$ cat src/rtl/seq_pattern_scheduler_pkg.sv
// Shared definitions for the sequencer pattern scheduler.
// Contents: CPU register map, CTRL bit positions, config-strobe FSM state
// encoding, config kind select, and the STATUS word layout.
package seq_pattern_scheduler_pkg;

  localparam int ADDR_CTRL   = 8;
  localparam int ADDR_LEN    = 9;
  localparam int ADDR_TEMPO  = 10;
  localparam int ADDR_PITCH  = 11;
  localparam int ADDR_STATUS = 12;

  localparam int CTRL_RUN_BIT  = 0;
  localparam int CTRL_LOOP_BIT = 1;

  typedef enum logic [1:0] {
    ST_IDLE   = 2'd0,
    ST_SETUP  = 2'd1,
    ST_STROBE = 2'd2,
    ST_HOLD   = 2'd3
  } strobe_state_e;

  typedef enum logic {
    KIND_TEMPO = 1'b0,
    KIND_PITCH = 1'b1
  } cfg_kind_e;

  // STATUS = {run, idx[2:0], pend_t, pend_p, busy, 0}
  function automatic logic [7:0] pack_status(input logic       run,
                                             input logic [2:0] idx,
                                             input logic       pend_t,
                                             input logic       pend_p,
                                             input logic       busy);
    return {run, idx, pend_t, pend_p, busy, 1'b0};
  endfunction

endpackage

$ cat src/rtl/seq_pattern_scheduler_if.sv
// CPU register bus of the pattern scheduler.
// sel/we/addr/data_in driven by the CPU (master); data_out returned by the
// scheduler (slave), registered and valid the cycle after a read access.
interface seq_pattern_scheduler_if #(
  parameter int ADDR_W = 4,
  parameter int DATA_W = 8
);
  logic              sel;
  logic              we;
  logic [ADDR_W-1:0] addr;
  logic [DATA_W-1:0] data_in;
  logic [DATA_W-1:0] data_out;

  modport master (output sel, output we, output addr, output data_in, input data_out);
  modport slave  (input sel, input we, input addr, input data_in, output data_out);
endinterface

$ cat src/rtl/seq_pattern_scheduler_cfg_strobe_fsm.sv
// Tempo/pitch update serialiser for the shared freqin code bus.
// Ports: clk, rst (async, active-high); tempo_wr/pitch_wr + wdata from CPU
// decode; tempo/pitch shadow values (for readback); pend_t/pend_p/busy status;
// cfg_code, sel_loop, sel_snd towards the loop controller (all registered).
module seq_pattern_scheduler_cfg_strobe_fsm
  import seq_pattern_scheduler_pkg::*;
(
  input  logic       clk,
  input  logic       rst,
  input  logic       tempo_wr,
  input  logic       pitch_wr,
  input  logic [3:0] wdata,
  output logic [2:0] tempo,
  output logic [3:0] pitch,
  output logic       pend_t,
  output logic       pend_p,
  output logic       busy,
  output logic [7:0] cfg_code,
  output logic       sel_loop,
  output logic       sel_snd
);

  strobe_state_e state_q, state_d;
  cfg_kind_e     kind_q, kind_d;
  logic [2:0]    tempo_q, tempo_d;
  logic [3:0]    pitch_q, pitch_d;
  logic          pend_t_q, pend_t_d;
  logic          pend_p_q, pend_p_d;
  logic [7:0]    cfg_code_q, cfg_code_d;
  logic          sel_loop_q, sel_loop_d;
  logic          sel_snd_q, sel_snd_d;

  always_comb begin
    state_d    = state_q;
    kind_d     = kind_q;
    tempo_d    = tempo_q;
    pitch_d    = pitch_q;
    pend_t_d   = pend_t_q;
    pend_p_d   = pend_p_q;
    cfg_code_d = cfg_code_q;
    sel_loop_d = 1'b0;
    sel_snd_d  = 1'b0;

    if (tempo_wr) tempo_d = wdata[2:0];
    if (pitch_wr) pitch_d = wdata[3:0];

    case (state_q)
      // The code is taken from the *_d shadow so a write landing in the
      // pick cycle is still part of this update (latest value wins).
      ST_IDLE: begin
        if (pend_t_q) begin
          kind_d     = KIND_TEMPO;
          cfg_code_d = {5'b0, tempo_d};
          state_d    = ST_SETUP;
        end else if (pend_p_q) begin
          kind_d     = KIND_PITCH;
          cfg_code_d = {4'b0, pitch_d};
          state_d    = ST_SETUP;
        end
      end
      ST_SETUP: begin
        state_d    = ST_STROBE;
        sel_loop_d = (kind_q == KIND_TEMPO);
        sel_snd_d  = (kind_q == KIND_PITCH);
        if (kind_q == KIND_TEMPO) pend_t_d = 1'b0;
        else                      pend_p_d = 1'b0;
      end
      ST_STROBE: state_d = ST_HOLD;
      default:   state_d = ST_IDLE;
    endcase

    // A write from SETUP onwards re-arms its flag for a fresh update cycle.
    if (tempo_wr) pend_t_d = 1'b1;
    if (pitch_wr) pend_p_d = 1'b1;
  end

  always_ff @(posedge clk or posedge rst) begin
    if (rst) begin
      state_q    <= ST_IDLE;
      kind_q     <= KIND_TEMPO;
      tempo_q    <= '0;
      pitch_q    <= '0;
      pend_t_q   <= 1'b0;
      pend_p_q   <= 1'b0;
      cfg_code_q <= '0;
      sel_loop_q <= 1'b0;
      sel_snd_q  <= 1'b0;
    end else begin
      state_q    <= state_d;
      kind_q     <= kind_d;
      tempo_q    <= tempo_d;
      pitch_q    <= pitch_d;
      pend_t_q   <= pend_t_d;
      pend_p_q   <= pend_p_d;
      cfg_code_q <= cfg_code_d;
      sel_loop_q <= sel_loop_d;
      sel_snd_q  <= sel_snd_d;
    end
  end

  assign tempo    = tempo_q;
  assign pitch    = pitch_q;
  assign pend_t   = pend_t_q;
  assign pend_p   = pend_p_q;
  assign busy     = (state_q != ST_IDLE) | pend_t_q | pend_p_q;
  assign cfg_code = cfg_code_q;
  assign sel_loop = sel_loop_q;
  assign sel_snd  = sel_snd_q;

endmodule

$ cat src/rtl/seq_pattern_scheduler.sv
// Sequencer pattern scheduler: pattern register file, bar-tick playback
// index, CPU register decode/readback, and the tempo/pitch strobe serialiser.
// Ports: clk, rst (async, active-high); bus (CPU register slave); bar_tick;
// pattern_out (step mask to kbd_in); cfg_code (freqin); sel_loop/sel_snd
// strobes; busy (update in flight or pending).
module seq_pattern_scheduler
  import seq_pattern_scheduler_pkg::*;
#(
  parameter int N_SLOTS = 8,
  parameter int DATA_W  = 8,
  parameter int ADDR_W  = 4
) (
  input  logic                    clk,
  input  logic                    rst,
  seq_pattern_scheduler_if.slave  bus,
  input  logic                    bar_tick,
  output logic [7:0]              pattern_out,
  output logic [7:0]              cfg_code,
  output logic                    sel_loop,
  output logic                    sel_snd,
  output logic                    busy
);

  localparam int SW = $clog2(N_SLOTS);
  localparam logic [ADDR_W-1:0] A_LAST_PAT = ADDR_W'(N_SLOTS - 1);
  localparam logic [ADDR_W-1:0] A_CTRL     = ADDR_W'(ADDR_CTRL);
  localparam logic [ADDR_W-1:0] A_LEN      = ADDR_W'(ADDR_LEN);
  localparam logic [ADDR_W-1:0] A_TEMPO    = ADDR_W'(ADDR_TEMPO);
  localparam logic [ADDR_W-1:0] A_PITCH    = ADDR_W'(ADDR_PITCH);
  localparam logic [ADDR_W-1:0] A_STATUS   = ADDR_W'(ADDR_STATUS);

  logic [DATA_W-1:0] pat_q [N_SLOTS];
  logic [DATA_W-1:0] pat_d [N_SLOTS];
  logic              run_q, run_d;
  logic              loop_q, loop_d;
  logic [SW-1:0]     len_q, len_d;
  logic [SW-1:0]     idx_q, idx_d;
  logic [7:0]        pattern_out_q, pattern_out_d;
  logic [DATA_W-1:0] data_out_q, data_out_d;

  logic       wr, rd, pat_sel, ctrl_wr, tempo_wr, pitch_wr;
  logic [2:0] tempo;
  logic [3:0] pitch;
  logic       pend_t, pend_p;

  assign wr       = bus.sel & bus.we;
  assign rd       = bus.sel & ~bus.we;
  assign pat_sel  = (bus.addr <= A_LAST_PAT);
  assign ctrl_wr  = wr & (bus.addr == A_CTRL);
  assign tempo_wr = wr & (bus.addr == A_TEMPO);
  assign pitch_wr = wr & (bus.addr == A_PITCH);

  seq_pattern_scheduler_cfg_strobe_fsm u_cfg_strobe (
    .clk      (clk),
    .rst      (rst),
    .tempo_wr (tempo_wr),
    .pitch_wr (pitch_wr),
    .wdata    (bus.data_in[3:0]),
    .tempo    (tempo),
    .pitch    (pitch),
    .pend_t   (pend_t),
    .pend_p   (pend_p),
    .busy     (busy),
    .cfg_code (cfg_code),
    .sel_loop (sel_loop),
    .sel_snd  (sel_snd)
  );

  always_comb begin
    pat_d      = pat_q;
    run_d      = run_q;
    loop_d     = loop_q;
    len_d      = len_q;
    idx_d      = idx_q;
    data_out_d = data_out_q;

    if (wr && pat_sel)                  pat_d[bus.addr[SW-1:0]] = bus.data_in;
    if (wr && (bus.addr == A_LEN))      len_d = bus.data_in[SW-1:0];

    // A CTRL write owns the index this cycle; a coincident bar_tick is lost.
    if (ctrl_wr) begin
      run_d  = bus.data_in[CTRL_RUN_BIT];
      loop_d = bus.data_in[CTRL_LOOP_BIT];
      if (bus.data_in[CTRL_RUN_BIT] && !run_q) idx_d = '0;
    end else if (bar_tick && run_q) begin
      // >= so that a LEN shrunk below the index wraps on the next tick.
      if (idx_q < len_q) begin
        idx_d = idx_q + SW'(1);
      end else begin
        idx_d = '0;
        if (!loop_q) run_d = 1'b0;
      end
    end

    pattern_out_d = run_q ? pat_q[idx_q][7:0] : 8'h00;

    if (rd) begin
      if (pat_sel) begin
        data_out_d = pat_q[bus.addr[SW-1:0]];
      end else begin
        case (bus.addr)
          A_CTRL:   data_out_d = DATA_W'({6'b0, loop_q, run_q});
          A_LEN:    data_out_d = DATA_W'(len_q);
          A_TEMPO:  data_out_d = DATA_W'(tempo);
          A_PITCH:  data_out_d = DATA_W'(pitch);
          A_STATUS: data_out_d = DATA_W'(pack_status(run_q, 3'(idx_q), pend_t, pend_p, busy));
          default:  data_out_d = '0;
        endcase
      end
    end
  end

  always_ff @(posedge clk or posedge rst) begin
    if (rst) begin
      for (int i = 0; i < N_SLOTS; i++) pat_q[i] <= '0;
      run_q         <= 1'b0;
      loop_q        <= 1'b0;
      len_q         <= '0;
      idx_q         <= '0;
      pattern_out_q <= '0;
      data_out_q    <= '0;
    end else begin
      pat_q         <= pat_d;
      run_q         <= run_d;
      loop_q        <= loop_d;
      len_q         <= len_d;
      idx_q         <= idx_d;
      pattern_out_q <= pattern_out_d;
      data_out_q    <= data_out_d;
    end
  end

  assign pattern_out  = pattern_out_q;
  assign bus.data_out = data_out_q;

endmodule

$ cat src/flat_wrapper.sv
// flat-port wrapper written by rule: the top's interface ports become plain ports
module seq_pattern_scheduler_flat import seq_pattern_scheduler_pkg::*;
#(
  parameter int N_SLOTS = 8,
  parameter int DATA_W  = 8,
  parameter int ADDR_W  = 4
)
  (clk, rst, bar_tick, pattern_out, cfg_code, sel_loop, sel_snd, busy, bus_sel, bus_we, bus_addr, bus_data_in, bus_data_out);
  seq_pattern_scheduler_if #(.ADDR_W(ADDR_W), .DATA_W(DATA_W)) bus_i ();
  input  logic clk;
  input  logic rst;
  input  logic bar_tick;
  output logic [7:0] pattern_out;
  output logic [7:0] cfg_code;
  output logic sel_loop;
  output logic sel_snd;
  output logic busy;
  input wire logic [$bits(bus_i.sel)-1:0] bus_sel;
  input wire logic [$bits(bus_i.we)-1:0] bus_we;
  input wire logic [$bits(bus_i.addr)-1:0] bus_addr;
  input wire logic [$bits(bus_i.data_in)-1:0] bus_data_in;
  output wire logic [$bits(bus_i.data_out)-1:0] bus_data_out;
  assign bus_i.sel = bus_sel;
  assign bus_i.we = bus_we;
  assign bus_i.addr = bus_addr;
  assign bus_i.data_in = bus_data_in;
  assign bus_data_out = bus_i.data_out;
  seq_pattern_scheduler #(.N_SLOTS(N_SLOTS), .DATA_W(DATA_W), .ADDR_W(ADDR_W)) u_core (.clk(clk), .rst(rst), .bus(bus_i), .bar_tick(bar_tick), .pattern_out(pattern_out), .cfg_code(cfg_code), .sel_loop(sel_loop), .sel_snd(sel_snd), .busy(busy));
endmodule
$ cat config.mk
export PLATFORM = sky130hd
export DESIGN_NAME = seq_pattern_scheduler_flat
export DESIGN_NICKNAME = d
export VERILOG_FILES = /design/src/rtl/seq_pattern_scheduler_pkg.sv /design/src/rtl/seq_pattern_scheduler_if.sv /design/src/rtl/seq_pattern_scheduler_cfg_strobe_fsm.sv /design/src/rtl/seq_pattern_scheduler.sv /design/src/flat_wrapper.sv
export SDC_FILE = /design/constraint.sdc
export NUM_CORES = 1
export LEC_CHECK = 0
export ABC_AREA = 1
export CAP_MARGIN = 10
export CORE_MARGIN = 8
export CORE_UTILIZATION = 40
export CTS_CLUSTER_SIZE = 40
export DETAILED_ROUTE_END_ITERATION = 8
export PLACE_DENSITY = 0.62
export SLEW_MARGIN = 20
export SYNTH_ARGS = -nofsm -noshare
export SYNTH_HDL_FRONTEND = slang
export SYNTH_HIERARCHICAL = 1
export SYNTH_SLANG_ARGS = --single-unit
$ cat constraint.sdc
create_clock -name clk -period 3.85 [get_ports clk]
set_input_delay 0.5775 -clock clk [delete_from_list [all_inputs] [get_ports clk]]
set_output_delay 0.5775 -clock clk [all_outputs]
set_load 0.005 [all_outputs]
After elaboration in Yosys (flattened, before gate mapping)
Index checks and enable logic that the tools add are counted.

storage, ports and cells
  output and inout port bits = 27
  input port bits = 17
  logic and storage cells = 107
  register bits after elaboration = 110

operators by class
  mux-type cells = 37
  reduce and logical (&&, ||, !) cells = 18
  magnitude comparators = 5
  eq/ne operators = 12
  add/sub/neg operators = 1
  bitwise operators = 11

operator list
  operator             number
  $mux 8               9
  $bwmux 64            1
  $bmux 8 s3           2
  $pmux 8 s5           1
  $demux 8 s3          1
  $eq 4x4->1 const B   5
  $mux 3               5
  $mux 1               14
  $reduce_bool 2->1    6
  $ge 4x4->1 const B   2
  $not 3->4            2
  $reduce_and 2->1     4
  $pmux 2 s3           1
  $and 1x1->1          5
  $logic_and 1x1->1    5
  $le 4x3->1 const B   1
  $lt 4x1->1 const B   1
  $mux 2               2
  $mux 4               1
  $ne 2x1->1 const B   2
  $ne 2x2->1 const B   2
  $add 3x1->3 const B  1
  $lt 3x3->1           1
  $ne 3x3->1 const B   1
  7 further kinds      9

Depth between registers and ports, before layout
  depth in word-level cells = 6
  depth in mapped cells = 10
  gate-level depth less buffers = 8

Modules after synthesis
Netlist, hierarchy kept.

by module, submodules not included
  module                                area each (um^2)  times used  seq. area each (um^2)  cells an instance
  seq_pattern_scheduler                 4,685.7           1           2,202.1                638
  seq_pattern_scheduler_cfg_strobe_fsm  807.0             1           450.4                  90

Worst setup path before layout
No wires, ideal clock.

  path kind = input to register
  start = in bus_addr[0]
  end = reg u_core.u_cfg_strobe.cfg_code_q[0], in the netlist u_core/u_cfg_strobe/cfg_code[0]
  buffers on the path = 2
  setup time = 117 ps
  data required time = 3,733 ps
  path slack = 2,007 ps
  cell stages on the path = 10
  arrival time = 1,726 ps
  cell sequence = buf_4 > inv_1 > buf_4 > nand2_1 > nor3_1 > inv_1 > nand2_1 > nand3_1 > nand3_1 > nand2_1

between the ends
  elaborated cells on any way between the ends = 8
  those cells by class = eq/ne (2); mux (4); bitwise (2)

RTL lines
  element               RTL line                                    text
  from (decl)           flat_wrapper.sv:20                          input wire logic [$bits(bus_i.addr)-1:0] bus_addr;
  $eq 4x4->1            seq_pattern_scheduler.sv:50                 assign tempo_wr = wr & (bus.addr == A_TEMPO);
  $and 1x1->1           seq_pattern_scheduler.sv:50
  via u_core.tempo_wr   seq_pattern_scheduler.sv:41                 logic wr, rd, pat_sel, ctrl_wr, tempo_wr, pitch_wr;
  $mux 3                seq_pattern_scheduler_cfg_strobe_fsm.sv:44  if (tempo_wr) tempo_d = wdata[2:0];
  $mux 8                seq_pattern_scheduler_cfg_strobe_fsm.sv:51  if (pend_t_q) begin
  to (signal assigned)  seq_pattern_scheduler_cfg_strobe_fsm.sv:95  cfg_code_q <= cfg_code_d;
  to (decl)             seq_pattern_scheduler_cfg_strobe_fsm.sv:29  logic [7:0] cfg_code_q, cfg_code_d;

The timed path passes the listed nets, and every way through them passes these cells. The select of a mux whose other input is x is not followed.
A chain may end at the register's enable or synchronous reset.

Worst setup path in the final report
  start = in bus_addr[2]
  end = reg u_core.u_cfg_strobe.cfg_code_q[1], in the netlist u_core/u_cfg_strobe/cfg_code[1]

Same word-level chain as after synthesis.

==> results.yml <==
outcome:
  status: "finished, final reports clean"
setup_path:
  crit_chain: "clkdlybuf4s50_1 > inv_2 > nand2_1 > nor3_1 > inv_1 > nand2_1 > nand3_1 > nand3_1 > nand2_1"
  arrival_ns: 2.87
  worstSetupStartpointType: "primary input"
  critical_path_class: "in -> reg"
  worst_path_max_delay_cell: "clkdlybuf4s50_1"
  worstPathMaxFanout: 13
  r2r_cells: 6
  critPathMaxStageDelay_ns: 0.72
  r2r_setup_slack_ns: 1.46
  critical_path_required_ns: 4.11
  path_common_cell: "nand2_1"
  end_kind: "register"
timing:
  slew_headroom_pct: 34.1
  tightest_slew_ns: 0.987
  setup_ws_ns: 1.24
  finalHoldViolCount: 0
  setup_viol: 0
  fmax_mhz: 384
  final_max_slew_viol_count: 0
  finalCriticalPeriod_ns: 2.61
  fin_skew_ns: 0.0137
  timing.setup.tns_ns: 0
  fin_hold_ws_ns: 0.469
  period_share_pct: 67.7
  rsz0062_at_grt: "false"
finish:
  diodes: 0
  nFillCells: 1405
  mostFrequentLayoutCell: "nand2_1"
  area_growth_pct: 14.1
  design_area_um2: 6270
  final_cell_mix: "nand2_1 (198), o21ai_0 (121), dfrtp_1 (106)"
  nets: 775
  final_layout_size_suffix_gt1_share_pct: 5.81
global_route:
  globalRouteOverflowTotal: 0
  antenna_found_initial: 0
  grtUsageTotal_pct: 19.3
  grt_max_degree: 39
  grt_pass1_wl_um: 26700
  grt_pass1_vias: 4739
clock_network:
  postCtsHoldBufs: 0
  h-tree-depth: 3
  path_clk_slew_ns: 0.07
  cts_max_path_buffers: 2
  cts_tree: "yes"
  cts.sinks: 106
  postCtsSetupRepairBufs: 0
  cts_made_buffers: 9
  clk_latency_ns: 0.37
  cts-root-buf: "clkbuf_16"
  cts_resized: 0
placement:
  place_ws_ns: 0.891
  dp_hpwl_um: 11500
  portBuffers: 39
  place_area_um2: 5990
  gp_congestion: 0.894
die:
  dieArea_um2: 17700
  ios: 44
  initial_core_util_pct: 40.2
  die_w_um: 133
  die_height_um: 133
  rows: 43
  core_um2: 13700
routing:
  route.vias.total: 4975
  ant_nets: 0
  routed_wl_um: 16600
  drtIter0Drc: 522
  post_drt_wl_per_cell_um: 17.7
  dr.pass1.iters: 7
  avgViaCountPerCell: 5.31
  route.detailed.drc: 0
yosys:
  ys_seq_elements: 106
  synth_warnings: 6
  synth_edf_count: 0
  synth_cell_types: 29
  syn_inst: 728
  avgSynthCellArea_um2: 7.55
  async_flop_share_pct: 100
  synthFlopType: "dfrtp_1"
  yosysSeqAreaShare_pct: 48.3
  syn_area_um2: 5490
power:
  p_leak_uw: 0.00294
  ir_drop_mv: 0.263
  power_density_nw_per_um2: 583
  power.total_uw: 3650
min_path:
  hold_depth: 1
  hold_path_class: "reg -> reg"
flow_run:
  maxCapViolations: 0
==> through the flow <==
step | utilization [%] | std cells
after detailed placement | 43.8 | 921
final | 45.9 | 937
after floorplan | - | 731
after CTS | 45.9 | 937
after global placement | 43.8 | 921
after global routing | 45.9 | 937
==> power by group <==
part           switching [µW]  internal [µW]
logic                     688            457
registers                 270           1360
clock network             422            457
total                    1380           2270
==> final cells by class <==
class                           count  area, µm²  share of cell area (%)
Tap cell                          180        225                    3.59
Inverter                           70        264                    4.21
Multi-Input combinational cell    520       2410                    38.5
Sequential cell                   106       2650                    42.3
Clock buffer                       12        246                    3.93
Clock inverter                      4       27.5                   0.439
Timing Repair Buffer               45        435                    6.95
==> layer usage <==
metal | vias to the layer above | share of wire [%] | global-route usage, %
li1 | 2391 | - | -
met5 | - | 0 | 0
met1 | 2375 | 45 | 26.0
met3 | 31 | 5.5 | 3.39
met4 | 0 | 2.9 | 8.86
met2 | 178 | 47 | 29.8
==> cell usage after synthesis, types with 6 or more instances <==
master / instances / area [µm²]
buf_2: 10 / 50.1
ha_1: 6 / 75.1
nor2_1: 63 / 236
nand2_1: 198 / 743
nand3_1: 59 / 295
buf_4: 8 / 60.1
clkbuf_1: 16 / 60.1
inv_1: 65 / 244
o21ai_0: 121 / 606
a21oi_1: 31 / 155
dfrtp_1: 106 / 2650
==> registers in the layout (all words and copies together), names as in the netlist <==
register and cells:
u_core/loop_q 1, u_core/u_cfg_strobe/sel_snd 1, u_core/u_cfg_strobe/state_q 2, u_core/run_q 1
u_core/pat_q 64, u_core/u_cfg_strobe/pend_t 1, u_core/u_cfg_strobe/tempo 3, u_core/len_q 3
u_core/pattern_out 8, u_core/u_cfg_strobe/sel_loop 1, u_core/bus.data_out 8, u_core/u_cfg_strobe/pend_p 1
u_core/u_cfg_strobe/kind_q 1, u_core/idx_q 3, u_core/u_cfg_strobe/pitch 4, u_core/u_cfg_strobe/cfg_code 4
==> critical path, delay by kind of cell <==
family	cells	cell delay (ns)
buffers and inverters	3	1.33
AND/OR/NAND/NOR	6	0.96
==> cells by family after synthesis <==
| logic type | Yosys count | synth area share, % |
|---|---|---|
| other cells | 1 | 0.0683 |
| flops | 106 | 48.3 |
| compound gates | 166 | 15.5 |
| buf+inv | 105 | 7.95 |
| fa+ha+maj | 6 | 1.37 |
| xor+xnor | 1 | 0.159 |
| simple gates | 343 | 26.6 |
==> path summary, 6_finish.rpt <==
| check | from | endpoint |
|---|---|---|
| setup / recovery | bus_addr[2] | u_core/u_cfg_strobe/cfg_code[1] |
| hold reg to reg | u_core/u_cfg_strobe/kind_q | u_core/u_cfg_strobe/sel_loop |
| hold / removal | u_core/u_cfg_strobe/kind_q | u_core/u_cfg_strobe/sel_loop |
| max in group asynchronous | rst | u_core/pat_q[24] |
| min in group asynchronous | rst | u_core/pat_q[10] |
| setup reg to reg | u_core/idx_q[1] | u_core/pattern_out[6] |
(Power assumes the default switching activity.)
